## config.mk

```make
export PLATFORM = sky130hd
export DESIGN_NAME = vga_timing_gen_flat
export DESIGN_NICKNAME = d
export VERILOG_FILES = /design/src/rtl/vga_pkg.sv /design/src/rtl/vga_timing_gen_if.sv /design/src/rtl/sync_delay_line.sv /design/src/rtl/vga_timing_gen.sv /design/src/flat_wrapper.sv
export SDC_FILE = /design/constraint.sdc
export NUM_CORES = 1
export LEC_CHECK = 0
export ABC_AREA = 0
export BUFFER_PORTS_ARGS = -buffer_cell sky130_fd_sc_hd__buf_2
export CELL_PAD_IN_SITES_DETAIL_PLACEMENT = 1
export CELL_PAD_IN_SITES_GLOBAL_PLACEMENT = 2
export CORE_MARGIN = 1
export CORE_UTILIZATION = 31
export DETAILED_ROUTE_END_ITERATION = 16
export PLACE_DENSITY = 0.82
export SYNTH_ARGS = -nofsm -noshare
export SYNTH_HDL_FRONTEND = slang
export SYNTH_SLANG_ARGS = --single-unit
export TNS_END_PERCENT = 100
```

## constraint.sdc

```tcl
create_clock -name clock -period 1.9 [get_ports clock]
set_input_delay 0.19 -clock clock [delete_from_list [all_inputs] [get_ports clock]]
set_output_delay 0.19 -clock clock [all_outputs]
set_load 0.02 [all_outputs]
```

## src/rtl/vga_pkg.sv

```systemverilog
// Shared video-path definitions: default 640x480@60 raster timing, counter width
// and the 3-3-2 pixel type used by the layer generators and the mixer.
package vga_pkg;

  localparam int CNT_W = 10;

  localparam int H_ACTIVE_D = 640;
  localparam int H_FP_D     = 16;
  localparam int H_SYNC_D   = 96;
  localparam int H_BP_D     = 48;
  localparam int V_ACTIVE_D = 480;
  localparam int V_FP_D     = 10;
  localparam int V_SYNC_D   = 2;
  localparam int V_BP_D     = 33;

  function automatic int timing_total(input int active, input int fp, input int sync, input int bp);
    return active + fp + sync + bp;
  endfunction

  localparam int H_TOTAL_D = timing_total(H_ACTIVE_D, H_FP_D, H_SYNC_D, H_BP_D);
  localparam int V_TOTAL_D = timing_total(V_ACTIVE_D, V_FP_D, V_SYNC_D, V_BP_D);

  typedef logic [CNT_W-1:0] count_t;

  typedef struct packed {
    logic [2:0] r;
    logic [2:0] g;
    logic [1:0] b;
  } rgb332_t;

endpackage

```

## src/rtl/vga_timing_gen_if.sv

```systemverilog
// Raster bundle between the timing generator (master) and its consumers (slave).
interface vga_timing_gen_if;
  import vga_pkg::*;

  logic   pix_ce;
  count_t hcount;
  count_t vcount;
  logic   enable;
  logic   line_start;
  logic   frame_start;
  logic   hsync;
  logic   vsync;
  logic   blank;

  modport master (
    input  pix_ce,
    output hcount, vcount, enable, line_start, frame_start, hsync, vsync, blank
  );

  modport slave (
    output pix_ce,
    input  hcount, vcount, enable, line_start, frame_start, hsync, vsync, blank
  );

endinterface

```

## src/rtl/sync_delay_line.sv

```systemverilog
// Clock-enabled shift register that lines sync/blank up with registered layer RGB.
// Depth 0 is a pure wire; every stage resets to its own idle value.
module sync_delay_line #(
  parameter int                DEPTH     = 1,
  parameter int                WIDTH     = 3,
  parameter logic [WIDTH-1:0]  RESET_VAL = '0
) (
  input  logic             clock,
  input  logic             reset,
  input  logic             ce,
  input  logic [WIDTH-1:0] din,
  output logic [WIDTH-1:0] dout
);

  if (DEPTH == 0) begin : g_bypass
    logic unused_ctrl;
    assign unused_ctrl = clock ^ reset ^ ce;
    assign dout = din;
  end else begin : g_pipe
    logic [WIDTH-1:0] stage [DEPTH];

    always_ff @(posedge clock) begin
      if (reset) begin
        for (int i = 0; i < DEPTH; i++) stage[i] <= RESET_VAL;
      end else if (ce) begin
        stage[0] <= din;
        for (int i = 1; i < DEPTH; i++) stage[i] <= stage[i-1];
      end
    end

    assign dout = stage[DEPTH-1];
  end

endmodule

```

## src/rtl/vga_timing_gen.sv

```systemverilog
// Raster counters plus sync/blank generation for the video path; sync and blank
// are delayed PIPE_DELAY enabled pixels to match the layers' registered RGB.
module vga_timing_gen
  import vga_pkg::*;
#(
  parameter int H_ACTIVE   = H_ACTIVE_D,
  parameter int H_FP       = H_FP_D,
  parameter int H_SYNC     = H_SYNC_D,
  parameter int H_BP       = H_BP_D,
  parameter int V_ACTIVE   = V_ACTIVE_D,
  parameter int V_FP       = V_FP_D,
  parameter int V_SYNC     = V_SYNC_D,
  parameter int V_BP       = V_BP_D,
  parameter bit HSYNC_POL  = 1'b0,
  parameter bit VSYNC_POL  = 1'b0,
  parameter int PIPE_DELAY = 1
) (
  input logic             clock,
  input logic             reset,
  vga_timing_gen_if.master vid
);

  localparam int H_TOTAL = timing_total(H_ACTIVE, H_FP, H_SYNC, H_BP);
  localparam int V_TOTAL = timing_total(V_ACTIVE, V_FP, V_SYNC, V_BP);

  if (H_TOTAL > (1 << CNT_W) || V_TOTAL > (1 << CNT_W)) begin : g_total_check
    $error("vga_timing_gen: raster totals do not fit the counter width");
  end
  if (PIPE_DELAY < 0 || PIPE_DELAY > 4) begin : g_delay_check
    $error("vga_timing_gen: PIPE_DELAY must be 0..4");
  end

  localparam count_t H_LAST   = count_t'(H_TOTAL - 1);
  localparam count_t V_LAST   = count_t'(V_TOTAL - 1);
  localparam count_t H_ACT_C  = count_t'(H_ACTIVE);
  localparam count_t V_ACT_C  = count_t'(V_ACTIVE);
  localparam count_t H_SS     = count_t'(H_ACTIVE + H_FP);
  localparam count_t H_SE     = count_t'(H_ACTIVE + H_FP + H_SYNC);
  localparam count_t V_SS     = count_t'(V_ACTIVE + V_FP);
  localparam count_t V_SE     = count_t'(V_ACTIVE + V_FP + V_SYNC);
  localparam logic [2:0] SYNC_IDLE = {~HSYNC_POL, ~VSYNC_POL, 1'b1};

  count_t     hcount;
  count_t     vcount;
  logic       enable_raw;
  logic       hsync_raw;
  logic       vsync_raw;
  logic [2:0] sync_out;

  // Reset wins over pix_ce so a mid-frame reset always lands on pixel (0,0).
  always_ff @(posedge clock) begin
    if (reset) begin
      hcount <= '0;
      vcount <= '0;
    end else if (vid.pix_ce) begin
      if (hcount == H_LAST) begin
        hcount <= '0;
        vcount <= (vcount == V_LAST) ? '0 : vcount + 1'b1;
      end else begin
        hcount <= hcount + 1'b1;
      end
    end
  end

  assign enable_raw = (hcount < H_ACT_C) && (vcount < V_ACT_C);
  assign hsync_raw  = ((hcount >= H_SS) && (hcount < H_SE)) ? HSYNC_POL : ~HSYNC_POL;
  assign vsync_raw  = ((vcount >= V_SS) && (vcount < V_SE)) ? VSYNC_POL : ~VSYNC_POL;

  sync_delay_line #(
    .DEPTH     (PIPE_DELAY),
    .WIDTH     (3),
    .RESET_VAL (SYNC_IDLE)
  ) u_sync_delay (
    .clock (clock),
    .reset (reset),
    .ce    (vid.pix_ce),
    .din   ({hsync_raw, vsync_raw, ~enable_raw}),
    .dout  (sync_out)
  );

  assign vid.hcount      = hcount;
  assign vid.vcount      = vcount;
  assign vid.enable      = enable_raw;
  assign vid.line_start  = vid.pix_ce & (hcount == '0);
  assign vid.frame_start = vid.pix_ce & (hcount == '0) & (vcount == '0);
  assign vid.hsync       = sync_out[2];
  assign vid.vsync       = sync_out[1];
  assign vid.blank       = sync_out[0];

endmodule

```

## src/flat_wrapper.sv

```systemverilog
// flat-port wrapper written by rule: the top's interface ports become plain ports
module vga_timing_gen_flat import vga_pkg::*;
#(
  parameter int H_ACTIVE   = H_ACTIVE_D,
  parameter int H_FP       = H_FP_D,
  parameter int H_SYNC     = H_SYNC_D,
  parameter int H_BP       = H_BP_D,
  parameter int V_ACTIVE   = V_ACTIVE_D,
  parameter int V_FP       = V_FP_D,
  parameter int V_SYNC     = V_SYNC_D,
  parameter int V_BP       = V_BP_D,
  parameter bit HSYNC_POL  = 1'b0,
  parameter bit VSYNC_POL  = 1'b0,
  parameter int PIPE_DELAY = 1
)
  (clock, reset, vid_pix_ce, vid_hcount, vid_vcount, vid_enable, vid_line_start, vid_frame_start, vid_hsync, vid_vsync, vid_blank);
  vga_timing_gen_if vid_i ();
  input logic clock;
  input logic reset;
  input wire logic [$bits(vid_i.pix_ce)-1:0] vid_pix_ce;
  output wire logic [$bits(vid_i.hcount)-1:0] vid_hcount;
  output wire logic [$bits(vid_i.vcount)-1:0] vid_vcount;
  output wire logic [$bits(vid_i.enable)-1:0] vid_enable;
  output wire logic [$bits(vid_i.line_start)-1:0] vid_line_start;
  output wire logic [$bits(vid_i.frame_start)-1:0] vid_frame_start;
  output wire logic [$bits(vid_i.hsync)-1:0] vid_hsync;
  output wire logic [$bits(vid_i.vsync)-1:0] vid_vsync;
  output wire logic [$bits(vid_i.blank)-1:0] vid_blank;
  assign vid_i.pix_ce = vid_pix_ce;
  assign vid_hcount = vid_i.hcount;
  assign vid_vcount = vid_i.vcount;
  assign vid_enable = vid_i.enable;
  assign vid_line_start = vid_i.line_start;
  assign vid_frame_start = vid_i.frame_start;
  assign vid_hsync = vid_i.hsync;
  assign vid_vsync = vid_i.vsync;
  assign vid_blank = vid_i.blank;
  vga_timing_gen #(.H_ACTIVE(H_ACTIVE), .H_FP(H_FP), .H_SYNC(H_SYNC), .H_BP(H_BP), .V_ACTIVE(V_ACTIVE), .V_FP(V_FP), .V_SYNC(V_SYNC), .V_BP(V_BP), .HSYNC_POL(HSYNC_POL), .VSYNC_POL(VSYNC_POL), .PIPE_DELAY(PIPE_DELAY)) u_core (.clock(clock), .reset(reset), .vid(vid_i));
endmodule
```

Yosys cells after proc, flatten, opt, wreduce, memory -nomap -nowiden
Memories as Yosys holds them, arrays and structs flattened.
Index checks and enable logic that the tools add are counted.
{"block": "word_totals", "register_bits": 20, "ramBits": 3, "out_inout_bits": 26, "memories": 1}
{"memory": "u_core.u_sync_delay.g_pipe.stage", "depth": 1, "word_bits": 3, "rd": 1, "rd_ports_with_merged_regs": 0, "write_ports": 1, "line_no": "sync_delay_line.sv:20", "source": "logic [WIDTH-1:0] stage [DEPTH];"}
{"block": "classes", "add_sub_neg": 2, "n_lt_le_gt_ge": 6, "n_eq_ne": 2, "n_mux": 11, "bitwise_logic": 3, "n_reduce_logical": 7}
{"op": "10-bit by 1-bit adder with 10-bit output (second input constant)", "n": 2}
{"op": "10-bit == test (second input constant)", "n": 2}
{"op": "10-bit zero test", "n": 2}
{"op": "10-bit less-than comparator (second input constant)", "n": 2}
{"op": "10-bit by 9-bit less-than comparator with 1-bit output (second input constant)", "n": 2}
{"op": "10-bit two-way mux", "n": 2}
{"op": "10-bit >= comparator (second input constant)", "n": 1}
{"op": "10-bit by 9-bit >= comparator with 1-bit output (second input constant)", "n": 1}
{"op": "1-bit two-way mux", "n": 8}
{"op": "1-bit logical AND", "n": 3}
{"op": "3-bit two-way mux", "n": 1}
{"op": "3-bit OR reduction", "n": 1}
{"op": "1-bit AND", "n": 2}
{"op": "2-bit AND reduction", "n": 1}
{"op": "1-bit inverter", "n": 1}

Logic depth before layout (Yosys ltp)
Gate-level depths: netlist (run 1).
{"block": "logic_depth", "depth_word": 5, "depth_mapped": 6, "depth_no_buf": 6}

Hierarchy
Synthesis (run 1) repeated with hierarchy kept, for this count alone.
{"block": "unflattened", "cells_unflattened": 139, "hier_area_um2": 1298.7}
{"mod": "vga_timing_gen", "instances": 1, "cells_each": 132, "area_per_inst_um2": 1176.1}
{"mod": "sync_delay_line", "instances": 1, "cells_each": 7, "area_per_inst_um2": 122.6}

Worst setup path after synthesis (run 1)
Ideal clock, no wire load.
{"block": "synth_path", "kind": "register -> register", "start": "register u_core.hcount[1], in the netlist u_core.vid.hcount[1]", "end": "register u_core.vcount[6], in the netlist u_core.vid.vcount[6]", "t_arrival_ns": 1.763, "required_time_ns": 1.832, "setup_slack_ns": 0.069, "path_stages_with_launch": 6, "n_path_buf": 0, "cell_sequence": "dfxtp_1 ha_1 and2_0 nand3_4 or4_4 a21oi_2"}
{"block": "synth_between", "elab_chain_len": 2}
{"item": "from (decl)", "line_no": "vga_timing_gen.sv:43", "source": "count_t hcount;"}
{"item": "from (signal assigned)", "line_no": "vga_timing_gen.sv:60", "source": "hcount <= hcount + 1'b1;"}
{"item": "10-bit == test", "line_no": "vga_timing_gen.sv:56", "source": "if (hcount == H_LAST) begin"}
{"item": "2-bit AND reduction (no line)"}
{"item": "to (signal assigned)", "line_no": "vga_timing_gen.sv:58", "source": "vcount <= (vcount == V_LAST) ? '0 : vcount + 1'b1;"}
{"item": "to (decl)", "line_no": "vga_timing_gen.sv:44", "source": "count_t vcount;"}
No other way between the ends.
A chain may end at the register's enable or synchronous reset.

Final worst setup path (run 1)
{"block": "layout_path", "start": "register u_core.hcount[7], in the netlist u_core.vid.hcount[7]", "end": "output vid_frame_start"}
{"block": "layout_between", "elab_chain_len": 3}
{"item": "10-bit zero test", "line_no": "vga_timing_gen.sv:85", "source": "assign vid.frame_start = vid.pix_ce & (hcount == '0) & (vcount == '0);"}
{"item": "1-bit AND (2 in a row)", "line_no": "vga_timing_gen.sv:85"}
{"item": "to (decl)", "line_no": "flat_wrapper.sv:25", "source": "output wire logic [$bits(vid_i.frame_start)-1:0] vid_frame_start;"}
No other way between the ends.

==> impl_metrics.env, run 1 <==
export IMPL_r2r_setup_slack_ns=0.19
export IMPL_clock_latency_ns=0.27
export IMPL_dp_hpwl_mm=2.735
export IMPL_place_area_mm2=0.001478
export IMPL_finalWirelength_mm=3.589
export IMPL_fmax_mhz=554.9
export IMPL_drive_above_1_share_pct=28.81
export IMPL_path_common_cell="buf_4"
export IMPL_clock_sinks=23
export IMPL_max_stage_delay_ns=0.32
export IMPL_powerDensity_mw_per_mm2=579.7
export IMPL_core_area_mm2=0.003799
export IMPL_vias_per_cell=5.333
export IMPL_hold_viol_final=0
export IMPL_antenna_found_initial=0
export IMPL_drt_iter0_markers=31
export IMPL_clockBufferDepth=2
export IMPL_whs_path_depth=2
export IMPL_fin_tns_setup_ns=0
export IMPL_whs_endpoint="u_core.vid.vcount[1]"
export IMPL_cap_viol_max_count=0
export IMPL_critPathLaunchType="register"
export IMPL_rsz0062_at_grt="no"
export IMPL_tightest_slew_ns=0.3610
export IMPL_period_needed_ns=1.802
export IMPL_path_cells="buf_4 > nor4_1 > and4b_1 > and4_1 > buf_4"
export IMPL_drt_first_pass_iters=4
export IMPL_via_count=1200
export IMPL_cpLargestDelayFamily="simple AND/OR/NAND/NOR gates"
export IMPL_grt_pass1_vias=1193
export IMPL_syn_area_per_cell_um2=8.784
export IMPL_p_leak_uw=0.0006181
export IMPL_reg2regPathDepth=5
export IMPL_setup_viol=0
export IMPL_die_area_mm2=0.004340
export IMPL_setup_worst_path_end_class="output pin"
export IMPL_fillCellCount=478
export IMPL_die_y_um=65.88
export IMPL_pin_count=29
export IMPL_finalCritPeriodShare_pct=94.85
export IMPL_postSynthCellCount=144
export IMPL_reg2reg_from="u_core.vid.hcount[0]"
export IMPL_grt_use_total_pct=18.06
export IMPL_synth_area_leaders="dfxtp_1, edfxtp_1, nor2_1"
export IMPL_regArea_um2=493.0
export IMPL_mostFrequentLayoutCells="buf_2, dfxtp_1, nor2_1"
export IMPL_synth_distinct_cells=39
export IMPL_multi_input_area_um2=705.7
export IMPL_ys_ff_latch=23
export IMPL_yosysTopAreaCellShare_pct=31.65
export IMPL_wl_per_cell_um=15.95
export IMPL_crit_start="u_core.vid.hcount[7]"
export IMPL_max_slew_margin_pct=75.71
export IMPL_grt_pass1_wl_mm=5.871
export IMPL_finClkSkew_ns=0.006312
export IMPL_outcome="completed"
export IMPL_yosysWarnings=0
export IMPL_dieWidth_um=65.88
export IMPL_min_from="reset"
export IMPL_row_count=22
export IMPL_cp_slowest_cell="dfxtp_1"
export IMPL_grt_max_degree=15
export IMPL_worst_slack_ns=0.09785
export IMPL_cts_reportedPaths_clkPinSlew_ns=0.09
export IMPL_final_common_cell="buf_2"
export IMPL_ir_worst_vdd_mv=0.2690
export IMPL_cts_max_level=1
export IMPL_holdWs_ns=0.2224
export IMPL_syn_to_final_growth_pct=21.76
export IMPL_cp_arrival_ns=1.61
export IMPL_final_area_mm2=0.001540
export IMPL_hold_path_class="in2reg"
export IMPL_cts_tree="built"
export IMPL_routabilityCongestion=0.7817
export IMPL_start_util_pct=33.30
export IMPL_layout_nets=185
export IMPL_crit_fanout=7
export IMPL_critical_path_buf_inv_count=2
export IMPL_regToRegEndpoint="u_core.vid.vcount[6]"
export IMPL_cts_hold_buffers=0
export IMPL_portBuffers=28
export IMPL_crit_required_ns=1.71
export IMPL_synth_top_area_cell="dfxtp_1"
export IMPL_yosysSeqAreaShare_pct=38.77
export IMPL_post_cts_buffers=0
export IMPL_diodes=0
export IMPL_grt_overflow_total=0
export IMPL_cts_buffers=3
export IMPL_drc=0
export IMPL_clockRootBuffer="clkbuf_8"
export IMPL_syn_cell_area_mm2=0.001265
export IMPL_syn_num_nets=151
export IMPL_postRouteAntennaNets=0
export IMPL_dpl_worst_slack_ns=0.1558
export IMPL_report_final_slew_viol_count=0
export IMPL_path_class="reg2out"
## layout make-up
| cell class | instances | share of cell area [%] |
|---|---|---|
| inverter | 4 | 0.9748 |
| multi-input combinational | 108 | 45.82 |
| sequential | 23 | 32.01 |
| tap | 48 | 3.899 |
| clock buffer | 3 | 2.681 |
| clock inverter | 1 | 0.4874 |
| timing repair buffer | 38 | 14.13 |
## Yosys cell counts (all sizes together)
master and count:
inv 4, nor4 2, edfxtp 3, clkbuf 4
o21ai 1, and4b 2, and3 6, xor2 5
or3 1, or2 1, nand2 9, nand3 10
dfxtp 20, or4 3, buf 5, ha 4
and2 2, xnor2 6, nor3 7, nor2b 2
o31ai 3, or2b 1, nand4b 1, a21oi 8
o21bai 1, nor2 15, and4bb 1, and4 3
nand4 8, o21a 1, nand2b 3, nor4b 1
mux2i 1
## power breakdown
group          internal [uW]  switching [uW]  total, uW
clock                    149             173        322
combinational           25.2            42.0       67.2
sequential               499            4.82        504
## worst register-to-register path: cells and delay by family, from the launching register on
kind            cells  cell delay [ns]
fa+ha+maj           1             0.22
compound gates      1             0.13
simple gates        3             0.93
flops               1             0.38
## flip-flops by register name, indices dropped and copies added (netlist names)
register / flops
u_core.vid.vcount: 10
u_core.vid.hcount: 10
u_core.u_sync_delay.g_pipe.stage: 3
## per-layer routing
| metal | up-vias | global-route usage (%) | routed length [um] |
|---|---|---|---|
| met2 | 20 | 31.89 | 1825 |
| met1 | 599 | 22.11 | 1615 |
| met5 | - | 0 | 0 |
| met4 | 0 | 5.707 | 34 |
| met3 | 4 | 2.759 | 113 |
| li1 | 577 | - | - |
## metrics by stage
step | utilization (%) | cells | power [uW]
detailed placement | 38.90 | 221 | 579.7
global placement | 38.90 | 221 | 574.9
CTS | 40.35 | 225 | 905.4
finish | 40.55 | 225 | 892.8
floorplan | - | 144 | 553.8
global route | 40.55 | 225 | 929.1
## cells by family (layout without fill, tap and decap cells)
group | count (synthesis) | in the layout | synth area share [%]
fa+ha+maj | 4 | 4 | 3.957
compound gates | 14 | 14 | 6.825
mux | 1 | 1 | 0.7913
xor+xnor | 11 | 11 | 7.616
flops | 23 | 23 | 38.77
buf+inv | 13 | 46 | 6.132
simple gates | 78 | 78 | 35.91
## timing repair
item / in CTS / in global routing
gates resized for setup: 1 / 5
pin swaps: 1 / 0
setup endpoints to repair: 1 / 1
## worst max path at each step
stage | to | slack, ns | cells past startpoint
2_1_floorplan | u_core.vid.vcount[6] | 0.07 | 5
3_3_place_gp | u_core.vid.vcount[6] | 0.24 | 5
3_5_place_dp | u_core.vid.vcount[6] | 0.16 | 5
4_1_cts | vid_frame_start | 0.01 | 6
5_1_grt | vid_frame_start | 0.02 | 6
6_report | vid_frame_start | 0.1 | 5
Note: power is estimated with default switching activity, not from simulation.
==> run 2, diff against run 1 <==
Settings changed: ABC_AREA 0 to 1, CORE_UTILIZATION 31 to 29, PLACE_DENSITY 0.82 to 0.83.
==> run 2 against run 1 <==
Flip-flop and latch count unchanged. Setup slack better by 0.030 ns. Die area increased by 17%. Fmax increased by 1.7%. Global-route usage is 1.6 points lower. First-iteration DRC count grew 48%. Sequential power decreased by 0.8%. Highest routed layer unchanged. Core utilization decreased by 3.4 points. Worst hold slack worse by 0.067 ns.
==> impl_metrics.env, run 2 <==
export IMPL_p_clk_share_pct=35.8
export IMPL_crit_required_ns=1.71
export IMPL_syn_cell_area_mm2=0.001388
export IMPL_cts_buffers=3
export IMPL_path_class="reg2out"
export IMPL_grt_overflow_total=0
export IMPL_antenna_found_initial=0
export IMPL_period_needed_ns=1.772
export IMPL_yosysTopAreaCellShare_pct=28.85
export IMPL_mostFrequentLayoutCells="nand2_1, nor2_1, inv_1"
export IMPL_critical_path_buf_inv_count=3
export IMPL_core_area_mm2=0.004474
export IMPL_place_area_mm2=0.001577
export IMPL_drc=0
export IMPL_clockBufferDepth=2
export IMPL_path_common_cell="inv_1"
export IMPL_layout_nets=251
export IMPL_crit_fanout=3
export IMPL_p_switching_uw=229.8
export IMPL_yosysSeqAreaShare_pct=35.35
export IMPL_routabilityCongestion=0.8063
export IMPL_die_area_mm2=0.005065
export IMPL_synth_top_area_cell="dfxtp_1"
export IMPL_clockRootBuffer="clkbuf_8"
export IMPL_tightest_slew_ns=0.3706
export IMPL_syn_area_per_cell_um2=6.608
export IMPL_grt_pass1_vias=1368
export IMPL_p_leak_uw=0.0008012
export IMPL_swShare_pct=25.54
export IMPL_holdWs_ns=0.1559
export IMPL_portBuffers=28
export IMPL_yosys_top_cells_count="nand2_1, nor2_1, inv_1"
export IMPL_synth_area_leaders="dfxtp_1, nand2_1, nor2_1"
export IMPL_final_core_util_pct=37.11
export IMPL_pin_count=29
export IMPL_postRouteAntennaNets=0
export IMPL_worst_slack_ns=0.1282
export IMPL_max_slew_margin_pct=75.07
export IMPL_die_y_um=71.17
export IMPL_row_count=24
export IMPL_finalWirelength_mm=3.903
export IMPL_rsz0062_at_grt="no"
export IMPL_fin_tns_setup_ns=0
export IMPL_outcome="completed"
export IMPL_via_count=1397
export IMPL_fmax_mhz=564.4
export IMPL_dpl_worst_slack_ns=0.3299
export IMPL_wl_per_cell_um=13.23
export IMPL_synth_distinct_cells=26
export IMPL_cts_max_level=1
export IMPL_cts_tree="built"
export IMPL_cp_slowest_cell="dfxtp_4"
export IMPL_cpLargestDelayFamily="simple AND/OR/NAND/NOR gates"
export IMPL_clock_latency_ns=0.27
export IMPL_start_util_pct=31.01
export IMPL_grt_pass1_wl_mm=6.513
export IMPL_largestRegisters="u_core.vid.hcount: 10 flops, u_core.vid.vcount: 10 flops, u_core.u_sync_delay.g_pipe.stage: 3 flops"
export IMPL_cell_internal_pwr_uw=669.8
export IMPL_report_final_slew_viol_count=0
export IMPL_drt_first_pass_iters=6
export IMPL_cp_arrival_ns=1.58
export IMPL_powerDensity_mw_per_mm2=541.8
export IMPL_diodes=0
export IMPL_final_area_mm2=0.001660
export IMPL_cts_reportedPaths_clkPinSlew_ns=0.09
export IMPL_grt_use_total_pct=16.47
export IMPL_cap_viol_max_count=0
export IMPL_setup_viol=0
export IMPL_path_cells="inv_1 > ha_1 > inv_1 > nor2_1 > nand3_1 > nor4_2 > buf_4"
export IMPL_cts_hold_buffers=0
export IMPL_syn_to_final_growth_pct=19.66
export IMPL_finalCritPeriodShare_pct=93.25
export IMPL_critPathLaunchType="register"
export IMPL_pwr_share_seq_pct=55.6
export IMPL_syn_num_nets=217
export IMPL_hold_viol_final=0
export IMPL_finClkSkew_ns=0.004453
export IMPL_synth_edf_count=3
export IMPL_dieWidth_um=71.17
export IMPL_yosysWarnings=0
export IMPL_postSynthCellCount=210
export IMPL_post_synth_top_count_cell="nand2_1"
export IMPL_grt_max_degree=13
export IMPL_combPwrFrac_pct=8.6
export IMPL_drive_above_1_share_pct=20.16
export IMPL_setup_worst_path_end_class="output pin"
export IMPL_final_common_cell="nand2_1"
export IMPL_synth_ff_type="dfxtp_1"
export IMPL_max_stage_delay_ns=0.35
export IMPL_clock_sinks=23
export IMPL_vias_per_cell=4.736
export IMPL_ys_ff_latch=23
export IMPL_dp_hpwl_mm=3.093
export IMPL_hold_path_class="in2reg"
export IMPL_ir_worst_vdd_mv=0.2497
export IMPL_synthArstFlopShare_pct=0
export IMPL_drt_iter0_markers=46
## run 2: cell count changes after synthesis, moves of 6 or more
cell	delta
inv_1	+30
nor2_1	+23
xnor2_1	-6
nand3_1	+6
and3_1	-6
nand2_1	+44
## run 2: through the flow
stage               power, uW  cells
CTS                     911.9    292
global route            943.3    295
global placement        587.8    288
finish                  899.6    295
floorplan               563.7    210
detailed placement      589.4    288
## run 2: what timing repair did
action,in CTS,in global routing
resized for setup,0,7
endpoints found under the setup margin,0,1
buffers inserted,0,3
## run 2: power groups by stage
| stage | Combinational [uW] | Sequential [uW] | Clock [uW] |
|---|---|---|---|
| CTS | 75.2 | 503 | 333 |
| global placement | 73.7 | 514 | 0 |
| global route | 85.2 | 502 | 356 |
| floorplan | 39.8 | 524 | 0 |
| finish | 77.5 | 500 | 322 |
| detailed placement | 74.6 | 515 | 0 |
## run 2: final cells by class
type                            instances  area (um^2)
Fill cell                             590         2814
Multi-Input combinational cell        149        752.0
Sequential cell                        23        498.0
Timing Repair Buffer                   31        165.2
Inverter                               36        135.1
Tap cell                               52        65.06
Clock buffer                            4        45.04
## run 2: path summary, 6_finish.rpt
check | slack, ns | cells after the start | startpoint | end
worst max-delay path | 0.13 | 7 | u_core.vid.vcount[1] | vid_frame_start
worst min-delay path | 0.16 | 2 | reset | u_core.vid.vcount[6]
worst max register to register | 0.34 | 8 | u_core.vid.hcount[0] | u_core.vid.vcount[5]
worst min register to register | 0.48 | 2 | u_core.vid.vcount[1] | u_core.vid.vcount[1]
## run 2: cell families (layout without fill, tap and decap cells)
family                     after synthesis  count (layout)  synth area share (%)
AOI/OAI and AO/OA                       15              15                 6.673
xor gates and xnor gates                 2               2                 1.263
adders and majority gates                4               4                 3.607
buffers and inverters                   38              71                 10.91
DFF                                     23              23                 35.35
and+or+nand+nor                        128             128                 42.20
## run 2: worst register-to-register path, stage by stage, from the launching register on
cell and delay [ns]:
dfxtp_1 0.37, ha_1 0.23, nand3_1 0.16, nor2_4 0.19, nand3_4 0.15, nand2_4 0.16
nand2_4 0.07, inv_2 0.09, nor2_1 0.05
## run 2: routing by layer
layer / up-vias / track usage, % / part of all wire, %
li1: 725 / - / -
met1: 649 / 24.04 / 53
met2: 18 / 25.08 / 44
met3: 5 / 1.709 / 1.6
met4: 0 / 5.778 / 1.3
met5: - / 0 / 0
